===== src/rtl/mem_bus_arbiter_if.sv =====
// Bundle of the Fetch port, the load/store port and the shared memory bus
// as seen by mem_bus_arbiter; the arbiter uses master, its surroundings use slave.
interface mem_bus_arbiter_if #(
  parameter int ADDR_W = 32
);
  logic              i_imem_req;
  logic [ADDR_W-1:0] i_imem_addr;
  logic              o_imem_rdy;
  logic              o_imem_vld;
  logic [31:0]       o_imem_rdata;
  logic              i_flush;

  logic              i_dmem_req;
  logic              i_dmem_we;
  logic [ADDR_W-1:0] i_dmem_addr;
  logic [31:0]       i_dmem_wdata;
  logic [3:0]        i_dmem_wstrb;
  logic              o_dmem_rdy;
  logic              o_dmem_vld;
  logic [31:0]       o_dmem_rdata;

  logic              o_bus_req;
  logic              o_bus_we;
  logic [ADDR_W-1:0] o_bus_addr;
  logic [31:0]       o_bus_wdata;
  logic [3:0]        o_bus_wstrb;
  logic              i_bus_gnt;
  logic              i_bus_rvld;
  logic [31:0]       i_bus_rdata;

  logic              o_busy;

  modport master (
    input  i_imem_req, i_imem_addr, i_flush,
    input  i_dmem_req, i_dmem_we, i_dmem_addr, i_dmem_wdata, i_dmem_wstrb,
    input  i_bus_gnt, i_bus_rvld, i_bus_rdata,
    output o_imem_rdy, o_imem_vld, o_imem_rdata,
    output o_dmem_rdy, o_dmem_vld, o_dmem_rdata,
    output o_bus_req, o_bus_we, o_bus_addr, o_bus_wdata, o_bus_wstrb,
    output o_busy
  );

  modport slave (
    output i_imem_req, i_imem_addr, i_flush,
    output i_dmem_req, i_dmem_we, i_dmem_addr, i_dmem_wdata, i_dmem_wstrb,
    output i_bus_gnt, i_bus_rvld, i_bus_rdata,
    input  o_imem_rdy, o_imem_vld, o_imem_rdata,
    input  o_dmem_rdy, o_dmem_vld, o_dmem_rdata,
    input  o_bus_req, o_bus_we, o_bus_addr, o_bus_wdata, o_bus_wstrb,
    input  o_busy
  );
endinterface


===== src/rtl/mem_bus_arbiter.sv =====
// Single-outstanding memory bus shared by Fetch and load/store; data has
// priority, and a starvation counter forces an instruction grant.
module mem_bus_arbiter #(
  parameter int STARVE_LIMIT = 4,
  parameter int ADDR_W       = 32
) (
  input  logic              clk,
  input  logic              rst_n,
  mem_bus_arbiter_if.master bus
);

  typedef enum logic [1:0] {S_IDLE, S_REQ, S_RSP} state_e;
  typedef enum logic {OWN_INSTR, OWN_DATA} owner_e;

  localparam logic [3:0] STARVE_MAX = 4'(STARVE_LIMIT);

  state_e            r_state;
  owner_e            r_owner;
  logic [3:0]        r_starve_cnt;
  logic              r_drop;
  logic              r_we;
  logic [ADDR_W-1:0] r_addr;
  logic [31:0]       r_wdata;
  logic [3:0]        r_wstrb;
  logic              r_imem_vld;
  logic [31:0]       r_imem_rdata;
  logic              r_dmem_vld;
  logic [31:0]       r_dmem_rdata;

  logic w_idle;
  logic w_starved;
  logic w_instr_flush;
  logic w_grant_i;
  logic w_grant_d;

  // rst_n is active-high here; no grant may be handed out during a reset cycle.
  assign w_idle        = (r_state == S_IDLE) && !rst_n;
  assign w_starved     = (r_starve_cnt == STARVE_MAX);
  assign w_instr_flush = (r_owner == OWN_INSTR) && bus.i_flush;

  always_comb begin
    // NOTE: every output of a combinational block gets a default first so
    // that no path leaves it unassigned and a latch is never inferred.
    w_grant_i = 1'b0;
    w_grant_d = 1'b0;
    if (w_idle) begin
      if (bus.i_imem_req && !bus.i_flush && (!bus.i_dmem_req || w_starved))
        w_grant_i = 1'b1;
      else if (bus.i_dmem_req)
        w_grant_d = 1'b1;
    end
  end

  // NOTE: sequential state uses non-blocking assignments so every register
  // samples the pre-edge values regardless of statement order.
  always_ff @(posedge clk) begin
    if (rst_n) begin
      r_state      <= S_IDLE;
      r_owner      <= OWN_INSTR;
      r_starve_cnt <= '0;
      r_drop       <= 1'b0;
      r_we         <= 1'b0;
      r_addr       <= '0;
      r_wdata      <= '0;
      r_wstrb      <= '0;
      r_imem_vld   <= 1'b0;
      r_imem_rdata <= '0;
      r_dmem_vld   <= 1'b0;
      r_dmem_rdata <= '0;
    end else begin
      r_imem_vld <= 1'b0;
      r_dmem_vld <= 1'b0;
      case (r_state)
        S_IDLE: begin
          r_drop <= 1'b0;
          if (w_grant_i) begin
            r_owner      <= OWN_INSTR;
            r_we         <= 1'b0;
            r_addr       <= bus.i_imem_addr;
            r_wdata      <= '0;
            r_wstrb      <= '0;
            r_starve_cnt <= '0;
            r_state      <= S_REQ;
          end else if (w_grant_d) begin
            r_owner <= OWN_DATA;
            r_we    <= bus.i_dmem_we;
            r_addr  <= bus.i_dmem_addr;
            r_wdata <= bus.i_dmem_wdata;
            r_wstrb <= bus.i_dmem_wstrb;
            if (bus.i_imem_req && !w_starved)
              r_starve_cnt <= r_starve_cnt + 4'd1;
            r_state <= S_REQ;
          end
        end
        S_REQ: begin
          // An ungranted fetch can simply be withdrawn; a granted one must be drained.
          if (w_instr_flush && !bus.i_bus_gnt) begin
            r_state <= S_IDLE;
          end else if (bus.i_bus_gnt) begin
            if (w_instr_flush) r_drop <= 1'b1;
            r_state <= S_RSP;
          end
        end
        S_RSP: begin
          if (bus.i_bus_rvld) begin
            r_state <= S_IDLE;
            r_drop  <= 1'b0;
            if (r_owner == OWN_INSTR) begin
              if (!r_drop && !bus.i_flush) begin
                r_imem_vld   <= 1'b1;
                r_imem_rdata <= bus.i_bus_rdata;
              end
            end else begin
              r_dmem_vld   <= 1'b1;
              r_dmem_rdata <= r_we ? 32'h0 : bus.i_bus_rdata;
            end
          end else if (w_instr_flush) begin
            r_drop <= 1'b1;
          end
        end
        default: r_state <= S_IDLE;
      endcase
    end
  end

  assign bus.o_imem_rdy   = w_grant_i;
  assign bus.o_dmem_rdy   = w_grant_d;
  assign bus.o_imem_vld   = r_imem_vld;
  assign bus.o_imem_rdata = r_imem_rdata;
  assign bus.o_dmem_vld   = r_dmem_vld;
  assign bus.o_dmem_rdata = r_dmem_rdata;
  assign bus.o_bus_req    = (r_state == S_REQ);
  assign bus.o_bus_we     = r_we;
  assign bus.o_bus_addr   = r_addr;
  assign bus.o_bus_wdata  = r_wdata;
  assign bus.o_bus_wstrb  = r_wstrb;
  assign bus.o_busy       = (r_state != S_IDLE);

endmodule


===== src/flat_wrapper.sv =====
// flat-port wrapper written by rule: the top's interface ports become plain ports
module mem_bus_arbiter_flat 
#(
  parameter int STARVE_LIMIT = 4,
  parameter int ADDR_W       = 32
)
  (clk, rst_n, bus_i_imem_req, bus_i_imem_addr, bus_i_flush, bus_i_dmem_req, bus_i_dmem_we, bus_i_dmem_addr, bus_i_dmem_wdata, bus_i_dmem_wstrb, bus_i_bus_gnt, bus_i_bus_rvld, bus_i_bus_rdata, bus_o_imem_rdy, bus_o_imem_vld, bus_o_imem_rdata, bus_o_dmem_rdy, bus_o_dmem_vld, bus_o_dmem_rdata, bus_o_bus_req, bus_o_bus_we, bus_o_bus_addr, bus_o_bus_wdata, bus_o_bus_wstrb, bus_o_busy);
  mem_bus_arbiter_if #(.ADDR_W(ADDR_W)) bus_i ();
  input  logic clk;
  input  logic rst_n;
  input wire logic [$bits(bus_i.i_imem_req)-1:0] bus_i_imem_req;
  input wire logic [$bits(bus_i.i_imem_addr)-1:0] bus_i_imem_addr;
  input wire logic [$bits(bus_i.i_flush)-1:0] bus_i_flush;
  input wire logic [$bits(bus_i.i_dmem_req)-1:0] bus_i_dmem_req;
  input wire logic [$bits(bus_i.i_dmem_we)-1:0] bus_i_dmem_we;
  input wire logic [$bits(bus_i.i_dmem_addr)-1:0] bus_i_dmem_addr;
  input wire logic [$bits(bus_i.i_dmem_wdata)-1:0] bus_i_dmem_wdata;
  input wire logic [$bits(bus_i.i_dmem_wstrb)-1:0] bus_i_dmem_wstrb;
  input wire logic [$bits(bus_i.i_bus_gnt)-1:0] bus_i_bus_gnt;
  input wire logic [$bits(bus_i.i_bus_rvld)-1:0] bus_i_bus_rvld;
  input wire logic [$bits(bus_i.i_bus_rdata)-1:0] bus_i_bus_rdata;
  output wire logic [$bits(bus_i.o_imem_rdy)-1:0] bus_o_imem_rdy;
  output wire logic [$bits(bus_i.o_imem_vld)-1:0] bus_o_imem_vld;
  output wire logic [$bits(bus_i.o_imem_rdata)-1:0] bus_o_imem_rdata;
  output wire logic [$bits(bus_i.o_dmem_rdy)-1:0] bus_o_dmem_rdy;
  output wire logic [$bits(bus_i.o_dmem_vld)-1:0] bus_o_dmem_vld;
  output wire logic [$bits(bus_i.o_dmem_rdata)-1:0] bus_o_dmem_rdata;
  output wire logic [$bits(bus_i.o_bus_req)-1:0] bus_o_bus_req;
  output wire logic [$bits(bus_i.o_bus_we)-1:0] bus_o_bus_we;
  output wire logic [$bits(bus_i.o_bus_addr)-1:0] bus_o_bus_addr;
  output wire logic [$bits(bus_i.o_bus_wdata)-1:0] bus_o_bus_wdata;
  output wire logic [$bits(bus_i.o_bus_wstrb)-1:0] bus_o_bus_wstrb;
  output wire logic [$bits(bus_i.o_busy)-1:0] bus_o_busy;
  assign bus_i.i_imem_req = bus_i_imem_req;
  assign bus_i.i_imem_addr = bus_i_imem_addr;
  assign bus_i.i_flush = bus_i_flush;
  assign bus_i.i_dmem_req = bus_i_dmem_req;
  assign bus_i.i_dmem_we = bus_i_dmem_we;
  assign bus_i.i_dmem_addr = bus_i_dmem_addr;
  assign bus_i.i_dmem_wdata = bus_i_dmem_wdata;
  assign bus_i.i_dmem_wstrb = bus_i_dmem_wstrb;
  assign bus_i.i_bus_gnt = bus_i_bus_gnt;
  assign bus_i.i_bus_rvld = bus_i_bus_rvld;
  assign bus_i.i_bus_rdata = bus_i_bus_rdata;
  assign bus_o_imem_rdy = bus_i.o_imem_rdy;
  assign bus_o_imem_vld = bus_i.o_imem_vld;
  assign bus_o_imem_rdata = bus_i.o_imem_rdata;
  assign bus_o_dmem_rdy = bus_i.o_dmem_rdy;
  assign bus_o_dmem_vld = bus_i.o_dmem_vld;
  assign bus_o_dmem_rdata = bus_i.o_dmem_rdata;
  assign bus_o_bus_req = bus_i.o_bus_req;
  assign bus_o_bus_we = bus_i.o_bus_we;
  assign bus_o_bus_addr = bus_i.o_bus_addr;
  assign bus_o_bus_wdata = bus_i.o_bus_wdata;
  assign bus_o_bus_wstrb = bus_i.o_bus_wstrb;
  assign bus_o_busy = bus_i.o_busy;
  mem_bus_arbiter #(.STARVE_LIMIT(STARVE_LIMIT), .ADDR_W(ADDR_W)) u_core (.clk(clk), .rst_n(rst_n), .bus(bus_i));
endmodule

===== config.mk =====
export PLATFORM = sky130hd
export DESIGN_NAME = mem_bus_arbiter_flat
export DESIGN_NICKNAME = d
export VERILOG_FILES = /design/src/rtl/mem_bus_arbiter_if.sv /design/src/rtl/mem_bus_arbiter.sv /design/src/flat_wrapper.sv
export SDC_FILE = /design/constraint.sdc
export NUM_CORES = 1
export LEC_CHECK = 0
export BUFFER_PORTS_ARGS = -buffer_cell sky130_fd_sc_hd__buf_2
export CORE_MARGIN = 1.5
export CORE_UTILIZATION = 30
export DETAILED_ROUTE_END_ITERATION = 6
export GPL_ROUTABILITY_DRIVEN = 0
export SYNTH_ARGS = -nofsm -noshare
export SYNTH_HDL_FRONTEND = slang
export SYNTH_SLANG_ARGS = --single-unit

===== constraint.sdc =====
create_clock -name clk -period 2.6 [get_ports clk]
set_input_delay 0.26 -clock clk [delete_from_list [all_inputs] [get_ports clk]]
set_output_delay 0.26 -clock clk [all_outputs]
set_load 0.02 [all_outputs]

==> key figures, run 1 <==
Run status
  – Outcome: finished, final reports clean

Synth
  – Syn nets: around 660
  – Cell Area, Synth: between 5000 and 6000 µm²
  – Syn_area_per_cell: roughly 10 µm²
  – Main area contributors after synthesis: dfxtp_1 55%, a22o_1 11%, o221a_2 6.9%
  – Post-synth top area share: 54.8%
  – Syn. warnings: 0
  – Post-synth ARST share: 0%
  – Biggest area consumer among synthesized cells: dfxtp_1
  – Netlist cell types: 35
  – Gate Count Post-Synth: 517
  – Top post-synthesis cells by count: 143 x dfxtp_1, 69 x nand2_1, 68 x a22o_1
  – Post-synth EDFFs: 0
  – Top FF cell, synth: dfxtp_1
  – Flops & latches, synth: between 100 and 150
  – Register area share after synthesis: a little over half
  – Most frequent cell after synthesis: dfxtp_1

Detailed routing
  – Vias after detailed routing: approximately 4800
  – Number of vias per cell: 4.69
  – TritonRoute pass-1 iters: 4
  – Wire per inst: roughly 14 µm
  – Drc violations: 0
  – Routed Antenna Nets: 0
  – Final wirelength: approximately 15 mm
  – Initial drt markers: 214

Critical path
  – CP Data Required Time: 2.34 ns
  – CP Class: reg2out
  – Arr. time, crit path: 2.08 ns
  – Setup crit end kind: output pin
  – Critical path fanouts, max: 19
  – Crit path launch type: flip-flop

Clock tree
  – CTS buffer count: 17
  – Htree depth: 4
  – Clk sinks: 143
  – Clk_lat worst skew: 0.41 ns
  – CTS tree: done
  – Root Driver: clkbuf_16
  – Clock Pin Slew Worst Setup and Hold Paths: around 0.060 ns
  – Clock Path Buffers: 2

Power
  – Pwr/cell area: 943 nW/µm²
  – Comb pwr share: roughly 25%
  – Flop pwr share: a little under two fifths
  – Int Power: roughly 4.8 mW
  – Leak: around 3.6 nW
  – Clock share of power: roughly 37%
  – Psw: about 2.2 mW
  – Worst vdd rail ir drop: ~0.43 mV
  – Switch share: 30.9%
  – Total power: ~7 mW

Placed design
  – Port-buffer cells: 278
  – DP Area: 6780 µm²
  – Post-detail-place hpwl: 10.1 mm
  – Post-placement setup slack: slightly above 0.3 ns

Global route
  – Initial antenna violation count: 0
  – Largest net degree at the start of global routing: slightly above 80
  – All-layer global routing usage: between 10% and 20%
  – Grt ovf: 0
  – First-pass GRT wire length: about 23 mm
  – Vias in the first global route: roughly 4500

Layout
  – Final net count: 929
  – Area delta synth->final: 41.8%
  – Ant diodes: 0
  – Cell area after layout: approximately 7400 µm²
  – Share of cells above drive strength 1: between 40% and 50%

STA
  – Skew final: between 0.009 and 0.01 ns
  – Final min period: approximately 2.3 ns
  – Worst Max-Slew Pin Slew: 1.15 ns
  – Final Worst Setup Slack: roughly 0.26 ns
  – Setup TNS: 0 ns
  – Slew Limit Fails: 0
  – Worst slew margin: 23.4%
  – Setup violators final: 0
  – Final hold vios: 0
  – Achievable Freq: about 430 MHz
  – Unrepaired setup endpoints after global routing: no
  – Fraction of the cycle the final worst path needs: 90.0%

Floorplan
  – DIE AREA: approximately 18000 µm²
  – Cell Rows: 48
  – Top Ports: ~280
  – Die Span X: approximately 130 µm
  – Initial Util: between 30% and 40%
  – Die Ht: around 130 µm
  – CORE AREA: ~17000 µm²

Flow run
  – Maxcap violations: 0

Min path
  – Hold Path Class: in2reg
==> logic make-up after synthesis <==
family,Yosys count,synth area share (%)
flip-flops,143,54.8
AND/OR/NAND/NOR,100,8.69
buffers and inverters,81,7.13
multiplexers,5,0.958
adder cells (fa/ha/maj),6,1.44
AO/OA/AOI/OAI,182,27.0
==> through the flow <==
stage | hold slack (ns) | instances | utilization (%)
after floorplan | 0.386 | 517 | -
after global placement | 0.439 | 989 | 39.5
after detailed placement | 0.444 | 989 | 39.5
after CTS | 0.0428 | 1020 | 43.1
after global routing | 0.0375 | 1020 | 43.2
final | 0.0648 | 1020 | 43.2
==> flip-flops by register name (all words and copies together), names as in the netlist, 2 cells and up <==
signal / count
u_core.bus.o_bus_addr: 32
u_core.bus.o_bus_wdata: 32
u_core.bus.o_bus_wstrb: 4
u_core.bus.o_dmem_rdata: 32
u_core.bus.o_imem_rdata: 32
u_core.r_starve_cnt: 4
u_core.r_state: 2
==> power groups by stage <==
stage | sequential (mW) | combinational (mW) | clock [mW]
2_1_floorplan | 3.07 | 0.790 | 0
3_3_place_gp | 2.72 | 1.71 | 0
3_5_place_dp | 2.71 | 1.73 | 0
4_1_cts | 2.67 | 1.73 | 2.68
5_1_grt | 2.71 | 1.88 | 2.78
6_report | 2.67 | 1.72 | 2.60
==> critical path, cell delays in order, from the launching register on <==
cell and delay [ns]:
dfxtp_1 0.31, inv_1 0.12, ha_1 0.18, nor2b_2 0.38, nand3_2 0.14, buf_4 0.23
inv_1 0.13, buf_2 0.19
==> layer usage <==
metal / GRT usage [%] / share of wire, %
met2: 25.9 / 46
met5: 0 / 0
met4: 5.85 / 1.6
met3: 4.35 / 6.4
met1: 20.0 / 46
==> layout make-up <==
class / instances / area (µm²)
inverter: 39 / 146
timing repair buffer: 289 / 1470
clock buffer: 17 / 425
multi-input combinational: 293 / 2020
tap: 225 / 282
sequential: 143 / 2860
clock inverter: 14 / 206
fill: 1704 / 9760
==> worst paths after layout <==
path,startpoint,endpoint,slack (ns),depth (start not counted)
max,u_core.r_state[1],bus_o_imem_rdy,0.26,7
min,bus_i_dmem_wdata[27],u_core.bus.o_bus_wdata[27],0.06,2
max reg2reg,u_core.r_state[1],u_core.bus.o_bus_wdata[17],0.56,7
min reg2reg,u_core.bus.o_imem_rdata[30],u_core.bus.o_imem_rdata[30],0.45,2
==> placed cells by master, fill, tap and decap left out, types with 2 or more instances in the layout <==
cell          n
buf_4        11
o31ai_1       2
mux2i_1       5
o221a_2      32
nand2b_1      4
inv_8         2
inv_6         3
inv_1        38
a21oi_1      38
nor2b_1       3
dfxtp_1     143
o21ai_0      29
ha_1          6
nor2b_2       2
nand2_1      69
nand3_1       2
nor3_1        5
o21ai_1       5
nor2_1        7
o21ai_2       2
clkinvlp_4    2
clkbuf_16    17
bufinv_16     4
clkinv_4      2
buf_2       278
a22o_1       68
==> repair_timing <==
action                     in CTS  in global routing
gates resized for setup         0                  1
hold buffers                    0                  0
setup endpoints to repair       0                  2
buffers inserted                0                  0
Note: power is estimated with default switching activity, not from simulation.
==> run 2: changes to the inputs <==
--- a/config.mk
+++ b/config.mk
@@ -10,6 +10,7 @@
 export CORE_UTILIZATION = 30
 export DETAILED_ROUTE_END_ITERATION = 6
 export GPL_ROUTABILITY_DRIVEN = 0
+export SETUP_SLACK_MARGIN = 0.02
 export SYNTH_ARGS = -nofsm -noshare
 export SYNTH_HDL_FRONTEND = slang
 export SYNTH_SLANG_ARGS = --single-unit
==> constraint.sdc (replaced) <==
create_clock -name clk -period 2.6 [get_ports clk]
set_input_delay 0 -clock clk [delete_from_list [all_inputs] [get_ports clk]]
set_output_delay 0 -clock clk [all_outputs]
set_load 0.02 [all_outputs]
==> key figures, run 2 (synthesis results as in run 1) <==
Layout
  – Cell area after layout: 8780 µm²
  – Util after Layout: ~50%
  – Ant diodes: 0
  – Share of cells above drive strength 1: between 30% and 40%
  – Final net count: 1065
  – Commonest non-fill, non-tap cell in the layout: buf_2
  – Area delta synth->final: 68.0%
  – Final Non-Filler Cells: 1157
  – Most frequent cells in the layout: 278 x buf_2, 143 x dfxtp_1, 135 x dlygate4sd3_1

Critical path
  – Arr. time, crit path: around 2.7 ns
  – CP cell instances: inv_1 > ha_1 > nor2b_1 > buf_4 > nand3_2 > buf_4 > o221a_2 > dlygate4sd3_1
  – Critical path fanouts, max: 33
  – Worst r2r path cells: 8
  – Crit path launch type: flip-flop
  – Beginning of the worst register-to-register path: u_core.r_state[1]
  – RR Endpoint: u_core.bus.o_bus_addr[19]
  – Setup crit end kind: flip-flop
  – Flop2flop setup slack: between 0.15 and 0.2 ns
  – Slowest stage delay, CP: ~0.57 ns
  – Most common cell on crit path: buf_4
  – CP Class: reg2reg
  – Worst path slowest cell: dlygate4sd3_1
  – CP Data Required Time: ~2.9 ns

Detailed routing
  – TritonRoute pass-1 iters: 4
  – Vias after detailed routing: 5335
  – Final wirelength: 16.3 mm
  – Drc violations: 0
  – Wire per inst: around 14 µm
  – Initial drt markers: 228
  – Number of vias per cell: approximately 4.6
  – Routed Antenna Nets: 0

Global route
  – Initial antenna violation count: 0
  – Largest net degree at the start of global routing: 45
  – Grt ovf: 0
  – First-pass GRT wire length: between 20 and 30 mm
  – All-layer global routing usage: around 17%
  – Vias in the first global route: between 5000 and 6000

Placed design
  – Port-buffer cells: ~280
  – DP Area: 6790 µm²
  – Post-detail-place hpwl: 10.2 mm
  – DP Cell Count: roughly 1000

Clock tree
  – Clk_lat worst skew: 0.42 ns
  – Htree depth: 4
  – Root Driver: clkbuf_16
  – Clock Path Buffers: 2
  – CTS tree: done
  – CTS buffer count: 17
  – Clk sinks: between 100 and 150
  – Post-CTS Setup Repair Bufs: 0
  – Clock Pin Slew Worst Setup and Hold Paths: around 0.07 ns

Floorplan
  – Initial Util: 30.4%
  – Cell Rows: 48
  – DIE AREA: 18200 µm²
  – Top Ports: 279
  – CORE AREA: approximately 17000 µm²
  – Die Ht: around 130 µm
  – Die Span X: 135 µm

STA
  – Final hold vios: 0
  – Setup violators final: 0
  – Skew final: a little under 0.01 ns
  – Hold slack: 0.0163 ns
  – Worst Max-Slew Pin Slew: between 0.7 and 0.8 ns
  – Worst slew margin: about half
  – Slew Limit Fails: 0
  – Achievable Freq: roughly 420 MHz
  – Final min period: about 2.4 ns
  – Unrepaired setup endpoints after global routing: no
  – Setup TNS: 0 ns
  – Fraction of the cycle the final worst path needs: ~92%

Run status
  – Outcome: finished, final reports clean

Min path
  – Worst Min Path Start: bus_i_bus_gnt
  – Hold endpoint: u_core.r_drop
  – Worst hold path depth: 5
  – Hold Path Class: in2reg

Power
  – Leak: roughly 4.2 nW
  – Worst vdd rail ir drop: approximately 0.53 mV
  – Pwr/cell area: about 840 nW/µm²

Flow run
  – Maxcap violations: 0
==> run 2: how the worst max path moves through the flow <==
stage | start | to | slack [ns] | cells past startpoint
floorplan | u_core.r_state[0] | u_core.bus.o_bus_wdata[10] | 0.89 | 9
global placement | u_core.r_state[0] | u_core.bus.o_bus_addr[4] | 0.72 | 7
detailed placement | u_core.r_state[0] | u_core.bus.o_bus_addr[5] | 0.62 | 7
CTS | u_core.r_state[0] | u_core.bus.o_bus_addr[5] | 0.05 | 8
global route | u_core.r_state[1] | u_core.bus.o_bus_addr[23] | 0.05 | 8
finish | u_core.r_state[1] | u_core.bus.o_bus_addr[19] | 0.20 | 8
==> run 2: layout make-up <==
| class | count | area, µm² |
|---|---|---|
| Fill cell | 1550 | 8400 |
| Clock buffer | 18 | 429 |
| Sequential cell | 143 | 2860 |
| Clock inverter | 14 | 205 |
| Inverter | 39 | 146 |
| Multi-Input combinational cell | 293 | 2020 |
| Timing Repair Buffer | 425 | 2830 |
| Tap cell | 225 | 282 |
==> run 2: worst max-delay path: cells and delay by family (launching register included) <==
| family | cells | cell delay, ns |
|---|---|---|
| AO/OA/AOI/OAI | 1 | 0.30 |
| adder cells (fa/ha/maj) | 1 | 0.17 |
| buffers and inverters | 4 | 1.16 |
| flip-flops | 1 | 0.31 |
| AND/OR/NAND/NOR | 2 | 0.33 |
==> run 2: repair_timing <==
action,4_1_cts,5_1_grt
endpoints found under the hold margin,135,0
hold buffers,135,0
setup endpoints to repair,0,23
resized for setup,0,1
==> run 2: per-layer routing <==
| layer | track usage, % | up-vias | wire [µm] |
|---|---|---|---|
| met1 | 20.8 | 2482 | 7280 |
| met5 | 0 | - | 0 |
| li1 | - | 2651 | - |
| met4 | 5.56 | 0 | 182 |
| met2 | 29.6 | 183 | 7750 |
| met3 | 5.37 | 19 | 1090 |
==> run 2: through the flow <==
step | power [mW] | setup slack [ns]
floorplan | 3.86 | 0.888
finish | 7.41 | 0.199
global placement | 4.43 | 0.722
detailed placement | 4.44 | 0.619
global route | 7.78 | 0.0471
CTS | 7.45 | 0.0473
==> run 2: where the power goes <==
part / switching, mW / leakage [nW] / internal (mW) / total, mW
logic: 1.09 / 2.71 / 1.01 / 2.10
clock network: 1.00 / 0.301 / 1.63 / 2.63
registers: 0.170 / 1.17 / 2.51 / 2.68
==> run 3: changes to the inputs <==
--- a/config.mk
+++ b/config.mk
@@ -6,10 +6,12 @@
 export NUM_CORES = 1
 export LEC_CHECK = 0
 export BUFFER_PORTS_ARGS = -buffer_cell sky130_fd_sc_hd__buf_2
+export CORE_ASPECT_RATIO = 0.5
 export CORE_MARGIN = 1.5
 export CORE_UTILIZATION = 30
 export DETAILED_ROUTE_END_ITERATION = 6
 export GPL_ROUTABILITY_DRIVEN = 0
+export REMOVE_ABC_BUFFERS = 1
 export SETUP_SLACK_MARGIN = 0.02
 export SYNTH_ARGS = -nofsm -noshare
 export SYNTH_HDL_FRONTEND = slang
==> key figures, run 3 (synthesis results as in run 1) <==
STA
  – Final min period: 2.43 ns
  – Final hold vios: 0
  – Hold slack: between 0.04 and 0.05 ns
  – Unrepaired setup endpoints after global routing: no
  – Slew Limit Fails: 0
  – Worst slew margin: 52.8%
  – Fraction of the cycle the final worst path needs: 93.6%
  – Skew final: between 0.01 and 0.015 ns
  – Worst Max-Slew Pin Slew: around 0.71 ns
  – Achievable Freq: approximately 410 MHz
  – Setup violators final: 0

Placed design
  – DP Cell Count: 990
  – Post-detail-place hpwl: roughly 11 mm
  – Port-buffer cells: around 280

Clock tree
  – Clock Path Buffers: 2
  – CTS tree: done
  – Root Driver: clkbuf_16
  – Htree depth: 4
  – CTS buffer count: 17
  – Clock Pin Slew Worst Setup and Hold Paths: 0.06 ns
  – Post-CTS Setup Repair Bufs: 0
  – Clk sinks: about 140
  – Clk_lat worst skew: between 0.4 and 0.5 ns

Layout
  – Util after Layout: between 50% and 60%
  – FF+latch area: ~2900 µm²
  – Most frequent cells in the layout: 278 x buf_2, 143 x dfxtp_1, 134 x dlygate4sd3_1
  – Commonest non-fill, non-tap cell in the layout: buf_2
  – Ant diodes: 0
  – # fillers: between 1500 and 2000
  – Final net count: 1062
  – Share of cells above drive strength 1: a little under 40%
  – Area delta synth->final: 67.8%
  – Area of the multi-input gates: between 2000 and 2500 µm²
  – Final Non-Filler Cells: between 1000 and 1500

Detailed routing
  – Vias after detailed routing: between 5000 and 6000
  – Number of vias per cell: 4.68
  – TritonRoute pass-1 iters: 4
  – Initial drt markers: between 200 and 300
  – Final wirelength: around 18 mm
  – Wire per inst: around 16 µm
  – Drc violations: 0
  – Routed Antenna Nets: 0

Global route
  – Initial antenna violation count: 0
  – Vias in the first global route: between 5000 and 6000
  – Grt ovf: 0
  – First-pass GRT wire length: 27.6 mm
  – All-layer global routing usage: roughly 19%
  – Largest net degree at the start of global routing: 53

Floorplan
  – Top Ports: 279
  – Die Ht: around 96 µm
  – Cell Rows: 33
  – CORE AREA: roughly 17000 µm²
  – DIE AREA: between 15000 and 20000 µm²
  – Die Span X: around 190 µm
  – Initial Util: a little under a third

Min path
  – Hold Path Class: in2reg

Critical path
  – CP Class: reg2reg
  – Setup crit end kind: flip-flop
  – Crit path launch type: flip-flop
  – Arr. time, crit path: between 2 and 3 ns
  – Critical path fanouts, max: 32
  – CP Data Required Time: 2.88 ns

Run status
  – Outcome: finished, final reports clean

Power
  – Total power: 7.23 mW
  – Worst vdd rail ir drop: about 0.47 mV
  – Pwr/cell area: about 820 nW/µm²
  – Leak: approximately 4.1 nW

Flow run
  – Maxcap violations: 0
## run 3: cell type report
cell class	instances	area share (%)
Sequential cell	143	32.6
Tap cell	227	3.24
Multi-Input combinational cell	293	23.2
Clock inverter	12	2.07
Clock buffer	19	5.16
Inverter	39	1.68
Timing Repair Buffer	422	32.0
## run 3: critical path: stages, from the launching register on
cell and delay, ns:
dfxtp_1 0.31, inv_1 0.11, ha_2 0.28, nor2b_2 0.21
buf_4 0.19, o211ai_4 0.09, buf_4 0.26, o221a_2 0.29
dlygate4sd3_1 0.56
## run 3: worst paths after layout
| check | cells after the start | startpoint | endpoint | slack, ns |
|---|---|---|---|---|
| worst max-delay path | 8 | u_core.r_state[1] | u_core.bus.o_bus_addr[29] | 0.17 |
| worst min-delay path | 5 | bus_i_bus_gnt | u_core.r_drop | 0.05 |
| worst max register to register | 8 | u_core.r_state[1] | u_core.bus.o_bus_addr[29] | 0.17 |
| worst min register to register | 2 | u_core.bus.o_imem_rdata[30] | u_core.bus.o_imem_rdata[30] | 0.45 |
## run 3: per-layer routing
layer	GRT usage, %	share of wire (%)
met5	0	0
met4	9.85	3.1
met3	4.16	4.0
met2	36.2	53
met1	21.1	40
## run 3: where the power goes
group	leakage (nW)	switching, mW	total, mW	internal [mW]
combinational	2.66	1.09	1.94	0.842
clock	0.310	0.953	2.62	1.66
sequential	1.17	0.170	2.68	2.51
total	4.14	2.22	7.23	5.01
## run 3: what timing repair did
item	CTS	global route
resized for setup	0	4
endpoints found under the hold margin	134	0
setup endpoints to repair	0	4
hold buffers	134	0
## run 3: through the flow
stage                     instance area (µm²)  setup WS [ns]  TNS [ns]
after floorplan                          5000        -0.0952     -3.04
after global placement                   6780          0.548         0
after detailed placement                 6780          0.488         0
after CTS                                8760         0.0425         0
after global routing                     8770         0.0283         0
final                                    8770          0.166         0
